<file path="config.mk">
export PLATFORM = sky130hd
export DESIGN_NAME = pwm_ramp_controller
export DESIGN_NICKNAME = d
export VERILOG_FILES = /design/src/rtl/pwm_pkg.sv /design/src/rtl/pwm_step_calc.sv /design/src/rtl/pwm_ramp_controller.sv
export SDC_FILE = /design/constraint.sdc
export NUM_CORES = 1
export LEC_CHECK = 0
export ABC_AREA = 1
export CORE_ASPECT_RATIO = 1.5
export CORE_MARGIN = 1
export CORE_UTILIZATION = 37
export DETAILED_ROUTE_END_ITERATION = 8
export PLACE_DENSITY = 0.56
export SYNTH_ARGS = -nofsm -noshare
export SYNTH_HDL_FRONTEND = slang
export SYNTH_SLANG_ARGS = --single-unit
</file>
<file path="constraint.sdc">
create_clock -name clk -period 8.7 [get_ports clk]
set_input_delay 1.74 -clock clk [delete_from_list [all_inputs] [get_ports clk]]
set_output_delay 1.74 -clock clk [all_outputs]
set_load 0.05 [all_outputs]
</file>
<file path="src/rtl/pwm_pkg.sv">
// rtl/pwm_pkg.sv - shared state encoding and default parameters for the PWM ramp controller
package pwm_pkg;

   typedef enum logic [1:0] {
      IDLE = 2'd0,
      RAMP = 2'd1,
      HOLD = 2'd2,
      STOP = 2'd3
   } state_t;

   localparam int PWM_DW       = 8;
   localparam int PWM_MAX_DUTY = 100;
   localparam int PWM_STEP     = 5;

endpackage

</file>
<file path="src/rtl/pwm_step_calc.sv">
// rtl/pwm_step_calc.sv - one saturating ramp step of duty toward a target
import pwm_pkg::*;

module pwm_step_calc #(
   parameter int DW   = PWM_DW,
   parameter int STEP = PWM_STEP
) (
   input  logic [DW-1:0] duty,
   input  logic [DW-1:0] target,
   output logic [DW-1:0] next_duty,
   output logic          done
);

   localparam logic [DW:0]   STEP_W = STEP[DW:0];
   localparam logic [DW-1:0] STEP_D = STEP[DW-1:0];

   logic signed [DW:0] diff;
   logic        [DW:0] mag;

   // Signed DW+1 difference; within one STEP we land exactly on target, so no overshoot or wrap.
   always_comb begin
      diff = $signed({1'b0, target}) - $signed({1'b0, duty});
      mag  = diff[DW] ? -diff : diff;
      done = (mag <= STEP_W);
      if (done) begin
         next_duty = target;
      end else if (!diff[DW]) begin
         next_duty = duty + STEP_D;
      end else begin
         next_duty = duty - STEP_D;
      end
   end

endmodule

</file>
<file path="src/rtl/pwm_ramp_controller.sv">
// rtl/pwm_ramp_controller.sv - soft start/stop duty sequencer gating the PWM core
import pwm_pkg::*;

module pwm_ramp_controller #(
   parameter int DW       = PWM_DW,
   parameter int MAX_DUTY = PWM_MAX_DUTY,
   parameter int STEP     = PWM_STEP
) (
   input  logic          clk,
   input  logic          rst,
   input  logic          enable,
   input  logic          period_end,
   input  logic          cmd_valid,
   input  logic [DW-1:0] cmd_duty,
   output logic          cmd_ready,
   output logic [DW-1:0] duty_out,
   output logic          pwm_en,
   output logic          busy,
   output logic          clamp_err
);

   localparam logic [DW-1:0] MAX_D = MAX_DUTY[DW-1:0];

   state_t        state, state_nxt;
   logic [DW-1:0] duty, duty_nxt;
   logic [DW-1:0] target, target_nxt;
   logic [DW-1:0] cmd_clamped;
   logic [DW-1:0] calc_target;
   logic [DW-1:0] calc_duty;
   logic          calc_done;
   logic          clamp_nxt;
   logic          accept;

   assign cmd_ready   = (state == IDLE) || (state == HOLD);
   assign busy        = (state == RAMP) || (state == STOP);
   assign pwm_en      = (state != IDLE);
   assign duty_out    = duty;
   assign accept      = cmd_valid & cmd_ready;
   assign cmd_clamped = (cmd_duty > MAX_D) ? MAX_D : cmd_duty;
   // Stopping ramps toward zero but keeps the host target for the next start.
   assign calc_target = (state == STOP) ? '0 : target;

   pwm_step_calc #(
      .DW   (DW),
      .STEP (STEP)
   ) u_step (
      .duty      (duty),
      .target    (calc_target),
      .next_duty (calc_duty),
      .done      (calc_done)
   );

   // State, duty, target and clamp flag registers.
   always_ff @(posedge clk or posedge rst) begin
      if (rst) begin
         state     <= IDLE;
         duty      <= '0;
         target    <= '0;
         clamp_err <= 1'b0;
      end else begin
         state     <= state_nxt;
         duty      <= duty_nxt;
         target    <= target_nxt;
         clamp_err <= clamp_nxt;
      end
   end

   // Next state and duty; duty only moves on period_end so a period never sees a mid-cycle change.
   always_comb begin
      state_nxt  = state;
      duty_nxt   = duty;
      target_nxt = target;
      clamp_nxt  = clamp_err;
      if (accept) begin
         target_nxt = cmd_clamped;
         clamp_nxt  = (cmd_duty > MAX_D);
      end
      case (state)
         IDLE: begin
            if (enable && (target != '0)) state_nxt = RAMP;
         end
         RAMP: begin
            if (!enable) begin
               state_nxt = STOP;
            end else if (period_end) begin
               duty_nxt = calc_duty;
               if (calc_done) state_nxt = (calc_duty == '0) ? IDLE : HOLD;
            end
         end
         HOLD: begin
            if (!enable) begin
               state_nxt = STOP;
            end else if (accept && (cmd_clamped != duty)) begin
               state_nxt = RAMP;
            end
         end
         STOP: begin
            if (duty == '0) begin
               state_nxt = IDLE;
            end else if (period_end) begin
               duty_nxt = calc_duty;
               if (calc_duty == '0) state_nxt = IDLE;
            end
         end
         default: state_nxt = IDLE;
      endcase
   end

endmodule

</file>
After elaboration in Yosys (flattened, before gate mapping)
Index checks and enable logic that the tools add are counted.
{ "totals": {"ff_bits": 19, "input_bits": 13, "out_inout_bits": 12, "word_cells": 55} }
{ "op_classes": {"add_sub_neg": 4, "n_lt_le_gt_ge": 2, "eq_ne": 12, "mux": 20, "bitwise_logic": 1, "n_reduce_logical": 12} }
{ "ops": {"columns": ["op", "count"], "rows": [
  ["2-to-1 mux 8 bit", 7],
  ["2-to-1 mux 2 bit", 10],
  ["zero test 8 bit", 2],
  ["case mux 8 bit (2 select lines)", 1],
  ["less-or-equal comparator 9 x 3 -> 1 bit, second input constant", 1],
  ["2-to-1 mux 9 bit", 1],
  ["negator 9 bit", 1],
  ["subtractor 8 x 8 -> 9 bit", 1],
  ["adder 8 x 3 -> 8 bit, second input constant", 1],
  ["greater-than comparator 8 x 7 -> 1 bit, second input constant", 1],
  ["inequality test 8 bit", 1],
  ["case mux 2 bit (4 select lines)", 1],
  ["nonzero test 8 bit", 1],
  ["subtractor 8 x 3 -> 8 bit, second input constant", 1],
  ["inequality test 3 x 2 -> 1 bit, second input constant", 2],
  ["inequality test 3 bit, second input constant", 2],
  ["AND reduction 6 bit", 1],
  ["equality test 2 bit, second input constant", 2],
  ["inequality test 2 bit, second input constant", 2],
  ["nonzero test 2 bit", 2],
  ["inequality test 3 x 1 -> 1 bit, second input constant", 1],
  ["AND reduction 3 bit", 1],
  ["equality test 2 x 1 -> 1 bit, second input constant", 1],
  ["logical AND 1 bit", 2],
  ["other kinds (4)", 5]
]} }

Logic depth before layout (Yosys ltp)
{ "logic_depth": {"ltp_word": 13, "ltp_mapped": 28, "ltp_nobuf": 28} }

Hierarchy
A second synthesis with hierarchy kept.
{ "hier_totals": {"cells_unflattened": 354, "area_unflattened_um2": 2259.7} }
{ "by_module_without_submodules": {"columns": ["mod", "instances", "cells_per_inst", "area_per_inst_um2", "seq_area_each_um2"], "rows": [
  ["pwm_ramp_controller", 1, 162, 1144.8, 475.5],
  ["pwm_step_calc", 1, 192, 1114.8, 0.0]
]} }

Least setup slack after synthesis
No wires, ideal clock.
{ "synth_timing": {"path_kind": "register to register", "startpoint": "register duty[1] (netlist: duty_out[1])", "endpoint": "register state[1]", "setup_ns": 0.116, "arrival_ns": 3.363, "required_time_ns": 8.584, "path_slack_ns": 5.220, "stages_incl_launch_ff": 25, "n_path_buf": 0, "cell_sequence": "dfrtp_1 > inv_1 > fa_1 > nand2_1 > nand2_2 > nand3_2 > nor2_2 > nor2_2 > inv_2 > fa_1 > o21ai_0 > a21oi_1 > nor2_1 > nor2_1 > xnor2_1 > nand2_1 > nand2_1 > inv_1 > nand2_1 > nor2_2 > nand2_1 > nand2_1 > nand2_1 > nand2_1 > nand2_1"} }
{ "synth_between": {"elab_chain_cells": 11, "word_cells_on_any_way": 23} }
{ "synth_lines": {"columns": ["item", "line", "rtl"], "rows": [
  ["start: declaration", "pwm_ramp_controller.sv:25", "logic [DW-1:0] duty, duty_nxt;"],
  ["start signal: assignment", "pwm_ramp_controller.sv:62", "duty <= duty_nxt;"],
  ["subtractor 8 x 8 -> 9 bit", "pwm_step_calc.sv:22", "diff = $signed({1'b0, target}) - $signed({1'b0, duty});"],
  ["negator 9 bit", "pwm_step_calc.sv:23", "mag = diff[DW] ? -diff : diff;"],
  ["2-to-1 mux 9 bit", "pwm_step_calc.sv:23", null],
  ["less-or-equal comparator 9 x 3 -> 1 bit", "pwm_step_calc.sv:24", "done = (mag <= STEP_W);"],
  ["2-to-1 mux 8 bit", "pwm_step_calc.sv:25", "if (done) begin"],
  ["zero test 8 bit", "pwm_ramp_controller.sv:87, pwm_ramp_controller.sv:102", null],
  ["2-to-1 mux 2 bit (2 in a row)", "pwm_ramp_controller.sv:87", "if (calc_done) state_nxt = (calc_duty == '0) ? IDLE : HOLD;"],
  ["2-to-1 mux 2 bit", "pwm_ramp_controller.sv:85", "end else if (period_end) begin"],
  ["2-to-1 mux 2 bit", "pwm_ramp_controller.sv:83", "if (!enable) begin"],
  ["case mux 2 bit (4 select lines)", "pwm_ramp_controller.sv:78", "case (state)"],
  ["end signal: assignment", "pwm_ramp_controller.sv:61", "state <= state_nxt;"],
  ["end: declaration", "pwm_ramp_controller.sv:24", "state_t state, state_nxt;"]
]} }
Several ways; a longest one is shown, not always the timed one. The select of a mux whose other input is x is not followed.
A chain may end at the register's enable or synchronous reset.

Worst setup path in the final report
{ "layout_timing": {"startpoint": "register state[0]", "endpoint": "register state[1]"} }
{ "layout_between": {"elab_chain_cells": 13, "word_cells_on_any_way": 27} }
{ "layout_lines": {"columns": ["item", "line", "rtl"], "rows": [
  ["equality test 2 bit", "pwm_ramp_controller.sv:41, pwm_ramp_controller.sv:78", null],
  ["2-to-1 mux 8 bit", "pwm_ramp_controller.sv:41", "assign calc_target = (state == STOP) ? '0 : target;"],
  ["subtractor 8 x 8 -> 9 bit", "pwm_step_calc.sv:22", null],
  ["negator 9 bit", "pwm_step_calc.sv:23", null],
  ["2-to-1 mux 9 bit", "pwm_step_calc.sv:23", null],
  ["less-or-equal comparator 9 x 3 -> 1 bit", "pwm_step_calc.sv:24", null],
  ["2-to-1 mux 8 bit", "pwm_step_calc.sv:25", null],
  ["zero test 8 bit", "pwm_ramp_controller.sv:87, pwm_ramp_controller.sv:102", null],
  ["2-to-1 mux 2 bit (2 in a row)", "pwm_ramp_controller.sv:87", null],
  ["2-to-1 mux 2 bit", "pwm_ramp_controller.sv:85", null],
  ["2-to-1 mux 2 bit", "pwm_ramp_controller.sv:83", null],
  ["case mux 2 bit (4 select lines)", "pwm_ramp_controller.sv:78", null]
]} }
Several ways; a longest one is shown, not always the timed one. The select of a mux whose other input is x is not followed.

==> impl_metrics.tcl <==
set metrics [dict create \
    drt_iter0_drc 107 \
    crit_required_ns 8.86 \
    setup_viol 0 \
    grt.total_usage 0.1999 \
    rows 34 \
    cp.arrival_ns 4.50 \
    drv_cap 0 \
    vias 2159 \
    yosysSeqAreaShare 0.2152 \
    diodes 0 \
    route.detailed.drc 0 \
    hp-class "reg2reg" \
    coreArea_mm2 0.005786 \
    dp_hpwl_mm 4.829 \
    synth_area_leaders "dfrtp_1, nand2_1, inv_1, ha_1, nor2_1" \
    synthDistinctLibCells 36 \
    rsz0062_at_grt "no" \
    synth_area_leader_cell "dfrtp_1" \
    cp_top_family "simple AND/OR/NAND/NOR gates" \
    ys_seq_elements 19 \
    ys.warnings.count 0 \
    cts-resized-gates 0 \
    die_area_mm2 0.006291 \
    antenna_left 0 \
    crit_buf_inv 3 \
    slowest_delay_ns 0.56 \
    antenna_found_initial 0 \
    synth-edff-count 0 \
    final_common_cell "nand2_1" \
    critPathMostFrequentCell "nand2_1" \
    path_clk_slew_ns 0.08 \
    n_fill_cell 630 \
    tritoncts "done" \
    clock_sinks 19 \
    worstMarginPinSlew_ns 0.7755 \
    htree_levels 1 \
    cts_hold_buf 0 \
    numPortBuffers 24 \
    layout_common_cells "nand2_1, inv_1, nor2_1" \
    wl_per_cell_um 13.23 \
    finalCriticalPeriod_ns 4.341 \
    syn_area_mm2 0.002210 \
    grt_pass1_vias 2143 \
    ys.flop_type "dfrtp_1" \
    synth_top_area_frac 0.2152 \
    ff_latch_area_um2 475.5 \
    end_kind "register" \
    num-nets-final 396 \
    chipHeight_um 96.65 \
    cts_setup_buffers 0 \
    start_util 0.3819 \
    route.final.wire_length_mm 5.781 \
    slew_headroom 0.4824 \
    finalMaxSlewViolations 0 \
    dr.pass1.iters 4 \
    grt_overflow 0 \
    fin_crit_sh 0.4989 \
    status "complete, no violations" \
    avgSynthCellArea_um2 6.480 \
    via_per_inst 4.941 \
    fmax_mhz 230.4 \
    drive_above_1_share 0.09863 \
    fp.dieW_um 65.10 \
    areaGrowthSynthToFinish_pct 16.02 \
    crit_slowest_cell "nor2_2" \
    cts_buffers 3 \
    cp-start-kind "register" \
    root_buffer "clkbuf_8" \
    finalClockSkew_ns 0.002865 \
    multi_input_comb_area_mm2 0.001498 \
    ios 25 \
    synth_async_sr_flop_share 1.000 \
    synth_fp_nets 371 \
    grt_pass1_wl_mm 9.777 \
    clk_latency_ns 0.26 \
    finalHoldViolations 0 \
    grt_max_degree 20 \
    timing.setup.tns_ns 0 \
    cts_max_path_buffers 2 \
    path_max_fanout 15 \
    synthCells 341 \
    place.gp.congestion 0.8324 \
    crit_type "reg2reg" \
]
==> synth_stat cells (2+ instances only) <==
cell      count
inv_2         3
xor2_1       11
nand3_1      21
nand3_2       3
ha_1         15
nand2_4       2
nor2_1       31
nand3_4       2
inv_1        53
fa_1          2
nand2_2      10
nor3_1        2
nand3b_1      6
a21oi_1      12
nand4_1       4
o21ai_0      23
nor2_2        4
nand2_1      97
nor2_8        2
xnor2_1       2
clkbuf_1      2
a31oi_1       2
dfrtp_1      19
==> sequential cells by signal, indices dropped and copies added, names as in the netlist <==
register   cells
clamp_err      1
duty_out       8
state          2
target         8
==> worst min-delay path, delay by kind of cell, from the launching register on <==
family | cells | cell delay, ns
DFF | 1 | 0.36
and+or+nand+nor | 1 | 0.05
AOI/OAI and AO/OA | 1 | 0.06
==> path summary, 6_finish.rpt <==
path                                 from        end  slack, ns  depth (start not counted)
max in group asynchronous             rst  target[4]       6.30                          2
min in group asynchronous             rst  clamp_err       1.92                          2
worst max-delay path             state[0]   state[1]       4.36                         26
worst max register to register   state[0]   state[1]       4.36                         26
worst min register to register  target[5]  target[5]       0.50                          2
worst min-delay path            target[5]  target[5]       0.50                          2
==> stage by stage <==
step                      hold slack (ns)  std cells  cell area, um2    util  setup slack (ns)
after detailed placement           0.4858        433            2517  0.4351             4.345
final                              0.4996        437            2564  0.4431             4.359
after floorplan                    0.4530        341            2210       -             5.220
after CTS                          0.5048        437            2564  0.4431             4.341
after global routing               0.5349        437            2564  0.4431             3.844
after global placement             0.4806        433            2517  0.4351             4.457
==> metal layers <==
metal / part of all wire / routed length, um / up-vias / GRT usage
met5: 0 / 0 / - / 0
met4: 0.036 / 210 / 0 / 0.09030
met3: 0.028 / 163 / 15 / 0.01533
met2: 0.54 / 3130 / 49 / 0.3878
met1: 0.39 / 2276 / 974 / 0.2070
li1: - / - / 1121 / -
==> kinds of logic (layout without fill, tap and decap cells) <==
| family | Yosys count | in the layout | share of synthesized area |
|---|---|---|---|
| adders and majority gates | 17 | 17 | 0.1031 |
| xor gates and xnor gates | 14 | 14 | 0.05889 |
| DFF | 19 | 19 | 0.2152 |
| and+or+nand+nor | 188 | 188 | 0.4122 |
| buffers and inverters | 61 | 85 | 0.1070 |
| AOI/OAI and AO/OA | 42 | 42 | 0.1036 |
==> cell type report <==
type	instances	area share
timing repair buffer	24	0.09370
clock buffer	3	0.01611
multi-input combinational	261	0.5842
sequential	19	0.1855
inverter	57	0.08346
clock inverter	1	0.001952
tap	72	0.03514
Power is not shown: default switching activity piles up to over one toggle a cycle in this logic, so the estimate is an artifact.
